[config.mk]
export PLATFORM = sky130hd
export DESIGN_NAME = decode_stage
export DESIGN_NICKNAME = d
export VERILOG_FILES = /design/src/rtl/decode_stage.sv
export SDC_FILE = /design/constraint.sdc
export NUM_CORES = 1
export LEC_CHECK = 0
export BUFFER_PORTS_ARGS = -buffer_cell sky130_fd_sc_hd__buf_2
export CAP_MARGIN = 10
export CORE_MARGIN = 3
export CORE_UTILIZATION = 56
export DETAILED_ROUTE_END_ITERATION = 12
export PLACE_DENSITY_LB_ADDON = 0.1
export SLEW_MARGIN = 20
export SYNTH_ARGS = -nofsm -noshare
export SYNTH_HDL_FRONTEND = slang
export SYNTH_SLANG_ARGS = --single-unit
[constraint.sdc]
create_clock -name clk -period 2.8 [get_ports clk]
set_clock_uncertainty 0.05 [all_clocks]
set_input_delay 0.42 -clock clk [delete_from_list [all_inputs] [get_ports clk]]
set_output_delay 0.42 -clock clk [all_outputs]
set_load 0.005 [all_outputs]
[src/rtl/decode_stage.sv]
// decode_stage: RV32I decode pipeline stage with a 2-entry skid buffer, flush-to-NOP and illegal flagging.
// Optional: define DECODE_RV32M_EN to decode the RV32M multiply/divide encodings.

package op;
    typedef enum logic [5:0] {
        ADDI, SLTI, SLTIU, XORI, ORI, ANDI, SLLI, SRLI, SRAI,
        ADD, SUB, SLL, SLT, SLTU, XOR, SRL, SRA, OR, AND,
        LUI, AUIPC, JAL, JALR,
        BEQ, BNE, BLT, BGE, BLTU, BGEU,
        LB, LH, LW, LBU, LHU, SB, SH, SW,
        FENCE, ECALL, EBREAK,
        CSRRW, CSRRS, CSRRC, CSRRWI, CSRRSI, CSRRCI,
        MUL, MULH, MULHSU, MULHU, DIV, DIVU, REM, REMU
    } t;
endpackage

package instruction;
    typedef struct packed {
        op::t        op;
        logic [4:0]  rd;
        logic [4:0]  rs1;
        logic [4:0]  rs2;
        logic [11:0] csr;
        logic [31:0] imm;
    } t;

    localparam t NOP = '{op::ADDI, 5'd0, 5'd0, 5'd0, 12'd0, 32'd0};
endpackage

module decode_stage #(
    parameter int              XLEN         = 32,
    parameter logic [XLEN-1:0] RESET_PC_TAG = 32'h0000_0000
) (
    input  logic                               clk,
    input  logic                               rst_n,
    input  logic                               in_valid,
    output logic                               in_ready,
    input  logic [31:0]                        in_word,
    input  logic [XLEN-1:0]                    in_pc,
    input  logic                               flush,
    output logic                               out_valid,
    input  logic                               out_ready,
    output logic [$bits(instruction::t)-1:0]   out_instr,
    output logic [XLEN-1:0]                    out_pc,
    output logic                               out_illegal
);

    localparam logic [4:0] OPC_LOAD     = 5'b00000;
    localparam logic [4:0] OPC_MISC_MEM = 5'b00011;
    localparam logic [4:0] OPC_OP_IMM   = 5'b00100;
    localparam logic [4:0] OPC_AUIPC    = 5'b00101;
    localparam logic [4:0] OPC_STORE    = 5'b01000;
    localparam logic [4:0] OPC_OP       = 5'b01100;
    localparam logic [4:0] OPC_LUI      = 5'b01101;
    localparam logic [4:0] OPC_BRANCH   = 5'b11000;
    localparam logic [4:0] OPC_JALR     = 5'b11001;
    localparam logic [4:0] OPC_JAL      = 5'b11011;
    localparam logic [4:0] OPC_SYSTEM   = 5'b11100;

    typedef enum logic [2:0] {FMT_R, FMT_I, FMT_S, FMT_B, FMT_U, FMT_J} fmt_t;
    typedef enum logic [1:0] {EMPTY, ONE, FULL} state_t;

    logic [2:0]    f3;
    logic [6:0]    f7;
    logic [31:0]   imm_i, imm_s, imm_b, imm_u, imm_j;
    op::t          dec_op;
    fmt_t          fmt;
    logic          legal;
    logic          is_csr;
    instruction::t dec_rec;
    logic          dec_ill;

    assign f3    = in_word[14:12];
    assign f7    = in_word[31:25];
    assign imm_i = {{20{in_word[31]}}, in_word[31:20]};
    assign imm_s = {{20{in_word[31]}}, in_word[31:25], in_word[11:7]};
    assign imm_b = {{19{in_word[31]}}, in_word[31], in_word[7], in_word[30:25], in_word[11:8], 1'b0};
    assign imm_u = {in_word[31:12], 12'b0};
    assign imm_j = {{11{in_word[31]}}, in_word[31], in_word[19:12], in_word[20], in_word[30:21], 1'b0};

    // Opcode/funct selection: picks the mnemonic and the field layout.
    // NOTE: every always_comb output gets a default first so no path can infer a latch.
    always_comb begin
        dec_op = op::ADDI;
        fmt    = FMT_I;
        legal  = 1'b1;
        is_csr = 1'b0;
        case (in_word[6:2])
            OPC_LUI:   begin dec_op = op::LUI;   fmt = FMT_U; end
            OPC_AUIPC: begin dec_op = op::AUIPC; fmt = FMT_U; end
            OPC_JAL:   begin dec_op = op::JAL;   fmt = FMT_J; end
            OPC_JALR:  begin dec_op = op::JALR;  legal = (f3 == 3'b000); end
            OPC_BRANCH: begin
                fmt = FMT_B;
                case (f3)
                    3'b000:  dec_op = op::BEQ;
                    3'b001:  dec_op = op::BNE;
                    3'b100:  dec_op = op::BLT;
                    3'b101:  dec_op = op::BGE;
                    3'b110:  dec_op = op::BLTU;
                    3'b111:  dec_op = op::BGEU;
                    default: legal = 1'b0;
                endcase
            end
            OPC_LOAD: begin
                case (f3)
                    3'b000:  dec_op = op::LB;
                    3'b001:  dec_op = op::LH;
                    3'b010:  dec_op = op::LW;
                    3'b100:  dec_op = op::LBU;
                    3'b101:  dec_op = op::LHU;
                    default: legal = 1'b0;
                endcase
            end
            OPC_STORE: begin
                fmt = FMT_S;
                case (f3)
                    3'b000:  dec_op = op::SB;
                    3'b001:  dec_op = op::SH;
                    3'b010:  dec_op = op::SW;
                    default: legal = 1'b0;
                endcase
            end
            OPC_OP_IMM: begin
                case (f3)
                    3'b000: dec_op = op::ADDI;
                    3'b010: dec_op = op::SLTI;
                    3'b011: dec_op = op::SLTIU;
                    3'b100: dec_op = op::XORI;
                    3'b110: dec_op = op::ORI;
                    3'b111: dec_op = op::ANDI;
                    3'b001: begin dec_op = op::SLLI; legal = (f7 == 7'b0000000); end
                    default: begin
                        if (f7 == 7'b0000000)      dec_op = op::SRLI;
                        else if (f7 == 7'b0100000) dec_op = op::SRAI;
                        else                       legal  = 1'b0;
                    end
                endcase
            end
            OPC_OP: begin
                fmt = FMT_R;
                case (f7)
                    7'b0000000: begin
                        case (f3)
                            3'b000:  dec_op = op::ADD;
                            3'b001:  dec_op = op::SLL;
                            3'b010:  dec_op = op::SLT;
                            3'b011:  dec_op = op::SLTU;
                            3'b100:  dec_op = op::XOR;
                            3'b101:  dec_op = op::SRL;
                            3'b110:  dec_op = op::OR;
                            default: dec_op = op::AND;
                        endcase
                    end
                    7'b0100000: begin
                        case (f3)
                            3'b000:  dec_op = op::SUB;
                            3'b101:  dec_op = op::SRA;
                            default: legal = 1'b0;
                        endcase
                    end
                    7'b0000001: begin
`ifdef DECODE_RV32M_EN
                        case (f3)
                            3'b000:  dec_op = op::MUL;
                            3'b001:  dec_op = op::MULH;
                            3'b010:  dec_op = op::MULHSU;
                            3'b011:  dec_op = op::MULHU;
                            3'b100:  dec_op = op::DIV;
                            3'b101:  dec_op = op::DIVU;
                            3'b110:  dec_op = op::REM;
                            default: dec_op = op::REMU;
                        endcase
`else
                        legal = 1'b0;
`endif
                    end
                    default: legal = 1'b0;
                endcase
            end
            OPC_MISC_MEM: begin dec_op = op::FENCE; legal = (f3 == 3'b000); end
            OPC_SYSTEM: begin
                if (f3 == 3'b000) begin
                    if (in_word[19:7] != 13'd0)          legal  = 1'b0;
                    else if (in_word[31:20] == 12'h000)  dec_op = op::ECALL;
                    else if (in_word[31:20] == 12'h001)  dec_op = op::EBREAK;
                    else                                 legal  = 1'b0;
                end else begin
                    is_csr = 1'b1;
                    case (f3)
                        3'b001:  dec_op = op::CSRRW;
                        3'b010:  dec_op = op::CSRRS;
                        3'b011:  dec_op = op::CSRRC;
                        3'b101:  dec_op = op::CSRRWI;
                        3'b110:  dec_op = op::CSRRSI;
                        3'b111:  dec_op = op::CSRRCI;
                        default: legal = 1'b0;
                    endcase
                end
            end
            default: legal = 1'b0;
        endcase
        if (in_word[1:0] != 2'b11) legal = 1'b0;
    end

    // Field assembly: unused fields of each format are forced to zero.
    always_comb begin
        dec_rec     = instruction::NOP;
        dec_ill     = 1'b0;
        dec_rec.op  = dec_op;
        dec_rec.rd  = in_word[11:7];
        dec_rec.rs1 = in_word[19:15];
        dec_rec.rs2 = in_word[24:20];
        dec_rec.csr = is_csr ? in_word[31:20] : 12'd0;
        case (fmt)
            FMT_R: dec_rec.imm = 32'd0;
            FMT_I: begin dec_rec.imm = imm_i; dec_rec.rs2 = 5'd0; end
            FMT_S: begin dec_rec.imm = imm_s; dec_rec.rd  = 5'd0; end
            FMT_B: begin dec_rec.imm = imm_b; dec_rec.rd  = 5'd0; end
            FMT_U: begin dec_rec.imm = imm_u; dec_rec.rs1 = 5'd0; dec_rec.rs2 = 5'd0; end
            default: begin dec_rec.imm = imm_j; dec_rec.rs1 = 5'd0; dec_rec.rs2 = 5'd0; end
        endcase
        if (!legal) begin
            dec_rec = instruction::NOP;
            dec_ill = 1'b1;
        end
    end

    state_t          state, state_nxt;
    instruction::t   or_rec, or_rec_nxt, sk_rec, sk_rec_nxt;
    logic [XLEN-1:0] or_pc, or_pc_nxt, sk_pc, sk_pc_nxt;
    logic            or_ill, or_ill_nxt, sk_ill, sk_ill_nxt;
    logic            accept, consume;

    assign out_valid   = (state != EMPTY);
    assign accept      = in_valid & in_ready;
    assign consume     = out_valid & out_ready;
    assign out_instr   = or_rec;
    assign out_pc      = or_pc;
    assign out_illegal = or_ill;

    always_comb begin
        state_nxt  = state;
        or_rec_nxt = or_rec;
        or_pc_nxt  = or_pc;
        or_ill_nxt = or_ill;
        sk_rec_nxt = sk_rec;
        sk_pc_nxt  = sk_pc;
        sk_ill_nxt = sk_ill;
        if (flush) begin
            state_nxt  = EMPTY;
            or_rec_nxt = instruction::NOP;
            or_pc_nxt  = RESET_PC_TAG;
            or_ill_nxt = 1'b0;
            sk_rec_nxt = instruction::NOP;
            sk_pc_nxt  = RESET_PC_TAG;
            sk_ill_nxt = 1'b0;
        end else begin
            case (state)
                EMPTY: begin
                    if (accept) begin
                        state_nxt  = ONE;
                        or_rec_nxt = dec_rec;
                        or_pc_nxt  = in_pc;
                        or_ill_nxt = dec_ill;
                    end
                end
                ONE: begin
                    if (accept && consume) begin
                        or_rec_nxt = dec_rec;
                        or_pc_nxt  = in_pc;
                        or_ill_nxt = dec_ill;
                    end else if (accept) begin
                        state_nxt  = FULL;
                        sk_rec_nxt = dec_rec;
                        sk_pc_nxt  = in_pc;
                        sk_ill_nxt = dec_ill;
                    end else if (consume) begin
                        // The output register reads as NOP/tag whenever nothing is valid.
                        state_nxt  = EMPTY;
                        or_rec_nxt = instruction::NOP;
                        or_pc_nxt  = RESET_PC_TAG;
                        or_ill_nxt = 1'b0;
                    end
                end
                FULL: begin
                    if (consume) begin
                        state_nxt  = ONE;
                        or_rec_nxt = sk_rec;
                        or_pc_nxt  = sk_pc;
                        or_ill_nxt = sk_ill;
                        sk_rec_nxt = instruction::NOP;
                        sk_pc_nxt  = RESET_PC_TAG;
                        sk_ill_nxt = 1'b0;
                    end
                end
                default: state_nxt = EMPTY;
            endcase
        end
    end

    // NOTE: state registers use non-blocking assignments so every flop samples pre-edge values.
    always_ff @(posedge clk) begin
        if (!rst_n) begin
            state    <= EMPTY;
            in_ready <= 1'b1;
            or_rec   <= instruction::NOP;
            or_pc    <= RESET_PC_TAG;
            or_ill   <= 1'b0;
            sk_rec   <= instruction::NOP;
            sk_pc    <= RESET_PC_TAG;
            sk_ill   <= 1'b0;
        end else begin
            state    <= state_nxt;
            in_ready <= (state_nxt != FULL);
            or_rec   <= or_rec_nxt;
            or_pc    <= or_pc_nxt;
            or_ill   <= or_ill_nxt;
            sk_rec   <= sk_rec_nxt;
            sk_pc    <= sk_pc_nxt;
            sk_ill   <= sk_ill_nxt;
        end
    end

endmodule

After elaboration in Yosys (flattened, before gate mapping) --
Index checks and enable logic that the tools add are counted.
Operators by class: add/sub/neg operators 0, multipliers 0, divide/modulo/power cells 0, magnitude comparators 0, equal/unequal tests 33, shifts and indexed selects 0, muxes and demuxes 71, bitwise gates (word level) 3, reduce and logical (&&, ||, !) cells 26
Operators by type and width (count):
- 65-bit two-way mux | 7
- 65-bit case mux with 3 select lines | 1
- 32-bit two-way mux | 6
- 32-bit case mux with 5 select lines | 1
- 65-bit case mux with 2 select lines | 1
- 32-bit case mux with 3 select lines | 1
- 6-bit case mux with 11 select lines | 1
- 32-bit case mux with 2 select lines | 1
- 6-bit case mux with 6 select lines | 1
- 5-bit case mux with 7 select lines | 1
- 5-bit case mux with 6 select lines | 1
- 6-bit case mux with 5 select lines | 1
- 4-bit case mux with 7 select lines | 1
- 6-bit two-way mux | 4
- 1-bit two-way mux | 21
- 5-bit == test, second input constant | 4
- 5-bit case mux with 2 select lines | 2
- 6-bit case mux with 3 select lines | 1
- 6-bit OR reduction | 3
- 3-bit == test, second input constant | 5
- 5-bit by 4-bit == test with 1-bit output, second input constant | 3
- 5-bit two-way mux | 3
- 3-bit case mux with 5 select lines | 1
- 13-bit nonzero test | 1
- 33 further kinds | 61
Word-level totals: register bits after elaboration 199, bits in latches 0, memory bits (writable) 0, ROM bits 0, bits of input ports 69, output and inout bits 100, logic and storage cells 151, memories 0

Longest topological paths before layout --
word-level depth 11, mapped depth 11, mapped depth without buffers 8

Worst setup path after synthesis --
Ideal clock, no wire load.
path type input to register, from in in_word[3], to reg sk_rec[3], library setup time 0.120 ns, data arrival time 2.168 ns, data required time 2.630 ns, slack 0.463 ns, stages on the path 9, path buffers 3, cells stage by stage buf_2 > nand2_1 > a21bo_2 > a21o_1 > or4_1 > buf_4 > o211ai_4 > buf_6 > o21ai_1
On the way: cells in the longest elaborated chain, start to end 9, elaborated cells on any way between the ends 27, those cells by class eq/ne (14); mux (8); reduce/logical (5)
RTL lines:
- from (decl) | line 38 | input logic [31:0] in_word,
- 5-bit by 3-bit == test with 1-bit output / 5-bit by 4-bit == test with 1-bit output (equally long branches) | line 88 | case (in_word[6:2])
- 2-bit OR reduction (no line)
- 3-bit case mux with 5 select lines | line 88
- 3-bit == test, or another cell as far along | line 215 | case (fmt)
- 32-bit case mux with 5 select lines | line 215
- 65-bit two-way mux * | line 223 | if (!legal) begin
- 65-bit two-way mux * | line 273 | end else if (accept) begin
- 65-bit two-way mux * | line 269 | if (accept && consume) begin
- 65-bit case mux with 2 select lines * | line 259 | case (state)
- to (signal assigned) | line 310 | sk_rec <= instruction::NOP;
- to (signal assigned) | line 319 | sk_rec <= sk_rec_nxt;
- to (decl) | line 230 | instruction::t or_rec, or_rec_nxt, sk_rec, sk_rec_nxt;
Mark *: on every way between the ends. The rest lies on a longest branch, timed or not. The select of a mux whose other input is x is not followed. A chain may end at the register's enable or synchronous reset.

Worst setup path in the final report --
from reg state[0], to reg or_rec[5], in the netlist out_instr[5]
On the way: cells in the longest elaborated chain, start to end 5, elaborated cells on any way between the ends 14, those cells by class eq/ne (6); mux (2); bitwise (1); reduce/logical (5)
RTL lines:
- from (decl) | line 229 | state_t state, state_nxt;
- from (signal assigned) | line 314 | state <= state_nxt;
- 2-bit nonzero test | line 235 | assign out_valid = (state != EMPTY);
- 1-bit AND | line 237 | assign consume = out_valid & out_ready;
- 1-bit logical AND | line 269
- 3-bit inequality test (no line) / 65-bit two-way mux (equally long branches)
- 5-bit AND reduction (no line) / 65-bit case mux with 3 select lines (equally long branches)
- to (signal assigned) | line 307 | or_rec <= instruction::NOP;
- to (signal assigned) | line 316 | or_rec <= or_rec_nxt;
- to (decl) | line 230
Several ways; a longest one is shown, not always the timed one.

==> key figures <==
Power
  • Share of power burned in registers: 45.1%
  • Worst VDD drop: 0.4388 mV
  • Leakage: 0.004622 uW
  • Internal power: 4572 uW
  • Combinational share of power: 14.4%
  • Switching Fraction: 29.63%
  • PwrDens: 555.9 mW/mm2
  • Net load switching power: 1925 uW
  • Clock power share: 40.5%

Synthesis
  • Area of the mapped netlist: 0.009684 mm2
  • Post-synth EDFFs: 0
  • Syn Inst Count: 1199
  • Yosys warning count: 0
  • Synth Area in Simple Gates: 21.33%
  • Largest cells by area after synthesis: dfxtp_1 (41%), a21oi_1 (8.1%), nand2_1 (4.4%), clkbuf_1 (3.8%), nor2_1 (3.5%)
  • Synth Area per Inst: 8.077 um2
  • Async S/R FF share, synth: 0%
  • Sequential area share after synthesis: 41.14%
  • Largest family of logic cells by synthesized area: compound AO/OA/AOI/OAI gates
  • Mapped Nets: 1272
  • Post-synthesis xor/xnor area fraction: 0.3618%
  • Top-area cell type share of the netlist area: 41.14%
  • Yosys top cell by area: dfxtp_1
  • Top_reg_cell synth: dfxtp_1
  • Mux cell area share after synthesis: 0.1034%
  • Adder-Cell Fraction of Synth Area: 0.5168%
  • Number of synthesized register bits: 199
  • Compound-gate portion of the synthesized area: 30.54%
  • Unique masters post-synth: 79

Timing
  • Fmax: 379.5 MHz
  • Worst hold slack: 0.1936 ns
  • Worst Tran Pin Value: 0.8399 ns
  • RSZ-0062 raised after global routing: no
  • Worst setup margin: 0.1651 ns
  • Final setup fails: 0
  • Final hold vios: 0
  • Fin. max-slew vios: 0
  • Fin crit period: 2.635 ns
  • Period utilisation layout: 94.11%
  • Setup TNS: 0 ns
  • Rel. slew slack: 43.86%

Drt
  • DR pass1 iterations: 8
  • ANT nets after route: 0
  • DR vias/cell: 6.379
  • Total number of vias: 9989
  • Routed wire length: 31810 um
  • DRC Markers: 0
  • Drt first-iter violations: 872
  • WL/cell: 20.31 um

Critical path
  • CP max stage delay: 0.69 ns
  • Slowest CP cell: o21bai_4
  • Startpoint Class: flop
  • CP endpoint kind: flop
  • Worst Path Required: 3.10 ns
  • Crit-path cells: inv_1, ha_1, nor2b_1, o21bai_4, buf_4, a21oi_1, or2_2, o31ai_1
  • Critical path fanouts, max: 29
  • Crit path kind: flop to flop
  • Worst Reg-to-Reg Cells: 8
  • CP Data Arrival Time: 2.93 ns

Floorplanning
  • Die area: 0.01891 mm2
  • FP Rows: 47
  • Starting Density: 57.78%
  • Core footprint: 0.01676 mm2
  • Ports: 169
  • Die Y-Extent: 137.5 um
  • Die Wd: 137.5 um

Min path
  • HP Class: input port to flop
  • Worst hold path depth: 2

Cells and area
  • # diodes: 0
  • Layout cells sized above 1: 22.51%
  • Final #Nets: 1406
  • Area grow syn2layout: 20.69%
  • Filler cell count: 1392

Global routing
  • First-pass GRT wire length: 49680 um
  • Initial antenna violation count: 0
  • Largest net degree at the start of global routing: 65
  • GRT overflow: 0
  • GRT Util Overall: 32.97%
  • Vias in the first global route: 9084

CTS
  • Clock tree root buffer cell: clkbuf_16
  • CTS tree: yes
  • CTS Buf Count: 17
  • H-Tree Depth: 4
  • Hold buffers post-CTS: 0
  • Clock Pin Slew Worst Setup and Hold Paths: 0.08 ns
  • Post-CTS Setup Bufs: 0
  • Skew-Pair Late Insertion Delay: 0.43 ns
  • Clock Tree Buf Depth: 2
  • TritonCTS Sinks: 199

Placed design
  • DP Wirelength: 21210 um
  • Gpl congestion: 0.9490
  • Place WS: 0.08010 ns
  • Number of buffers added on ports: 168

Run status
  • Status: finished, final reports clean

Job
  • Max Cap Violations: 0
area by class of cell:
class	instances	area, um2	share of cell area [%]
inverters	13	48.80	0.4175
repair buffers	242	1534	13.12
multi-input cells	860	5190	44.41
clock inverters	15	230.2	1.970
well taps	220	275.3	2.355
clock buffers	17	425.4	3.640
flip-flops and latches	199	3984	34.09
registers in the layout, summed over array words and instances (netlist names):
signal	cells
sk_ill	1
out_pc	32
sk_rec	65
sk_pc	32
out_illegal	1
state	2
out_instr	65
in_ready	1
cells in the mapped netlist (4+ instances only):
cell type and n:
o2111ai_1 13, nand2_1 114, a32o_1 27, nand2b_1 7, nand4_1 6, o21ai_0 64
buf_2 20, clkbuf_1 97, nor2_1 91, nor2b_1 5, or3_1 9, o32ai_1 6
a22oi_1 5, o31ai_1 7, a21oi_1 157, nor3b_1 35, inv_1 13, and3_1 20
and2_1 21, o21ai_1 32, a21o_1 9, a2111oi_0 4, o22ai_1 10, dfxtp_1 199
or4_1 6, o211ai_1 45, buf_1 4, nand3_1 4, nor4_1 6, a221oi_1 33
o21a_1 4, nor3_1 43, ha_1 4
per-layer routing:
metal / vias to the layer above / GRT usage (%) / part of all wire [%] / routed length (um)
met5: - / 0 / 0 / 0
li1: 4712 / - / - / -
met3: 59 / 4.748 / 8.2 / 2600
met4: 0 / 11.75 / 2.7 / 851
met2: 465 / 51.11 / 46 / 14590
met1: 4753 / 46.79 / 43 / 13770
critical path: cells and delay by family (launching register included):
| family | cells | cell delay (ns) |
|---|---|---|
| buf+inv | 2 | 0.60 |
| fa+ha+maj | 1 | 0.28 |
| simple gates | 2 | 0.42 |
| flops | 1 | 0.36 |
| compound gates | 3 | 0.81 |
repair_timing:
| action | CTS | global route |
|---|---|---|
| setup endpoints to repair | 0 | 1 |
| resized for setup | 0 | 1 |
| endpoints found under the hold margin | 0 | 0 |
per-stage QoR:
| stage | total power, uW | util (%) | instances | area, um2 |
|---|---|---|---|---|
| 2_1_floorplan | 3516 | - | 1199 | 9684 |
| 3_3_place_gp | 3904 | 65.79 | 1534 | 11030 |
| 3_5_place_dp | 3912 | 65.79 | 1534 | 11030 |
| 4_1_cts | 6517 | 69.71 | 1566 | 11680 |
| 5_1_grt | 6736 | 69.74 | 1566 | 11690 |
| 6_report | 6497 | 69.74 | 1566 | 11690 |
power by group through the flow:
stage | Combinational, uW | Clock (uW) | Sequential, uW
final | 933 | 2630 | 2930
after detailed placement | 915 | 0 | 3000
after global placement | 908 | 0 | 3000
after global routing | 1010 | 2780 | 2940
after CTS | 923 | 2660 | 2930
after floorplan | 517 | 0 | 3000
worst paths after layout:
check                  from           end  slack, ns
setup / recovery   state[0]  out_instr[5]       0.17
hold reg to reg   sk_rec[6]     sk_rec[6]       0.39
setup reg to reg   state[0]  out_instr[5]       0.17
hold / removal        flush      in_ready       0.19
cells in the final DEF (no fill, tap or decap), types with 4 or more instances in the layout:
cell / synthesis / layout
a2111oi_0: 4 / 4
a21o_1: 9 / 9
a21oi_1: 157 / 157
a221oi_1: 33 / 33
a22oi_1: 5 / 5
a32o_1: 27 / 27
and2_1: 21 / 19
and3_1: 20 / 20
buf_12: 0 / 11
buf_2: 20 / 168
buf_4: 2 / 63
clkbuf_16: 0 / 17
clkinv_8: 0 / 6
dfxtp_1: 199 / 199
ha_1: 4 / 4
inv_1: 13 / 13
inv_8: 0 / 4
nand2_1: 114 / 114
nand2b_1: 7 / 6
nand3_1: 4 / 4
nand4_1: 6 / 6
nor2_1: 91 / 91
nor2b_1: 5 / 4
nor3_1: 43 / 43
nor3b_1: 35 / 35
nor4_1: 6 / 6
o2111ai_1: 13 / 13
o211ai_1: 45 / 45
o21a_1: 4 / 4
o21ai_0: 64 / 64
o21ai_1: 32 / 31
o22ai_1: 10 / 10
o31ai_1: 7 / 7
o32ai_1: 6 / 6
or3_1: 9 / 9
or4_1: 6 / 6
logic make-up after synthesis:
logic type,Yosys count
AO/OA/AOI/OAI,453
XOR/XNOR,4
adder cells (fa/ha/maj),4
buffers and inverters,140
flip-flops,199
multiplexers,1
AND/OR/NAND/NOR,398
No activity file was read; power rests on OpenSTA's default activity.
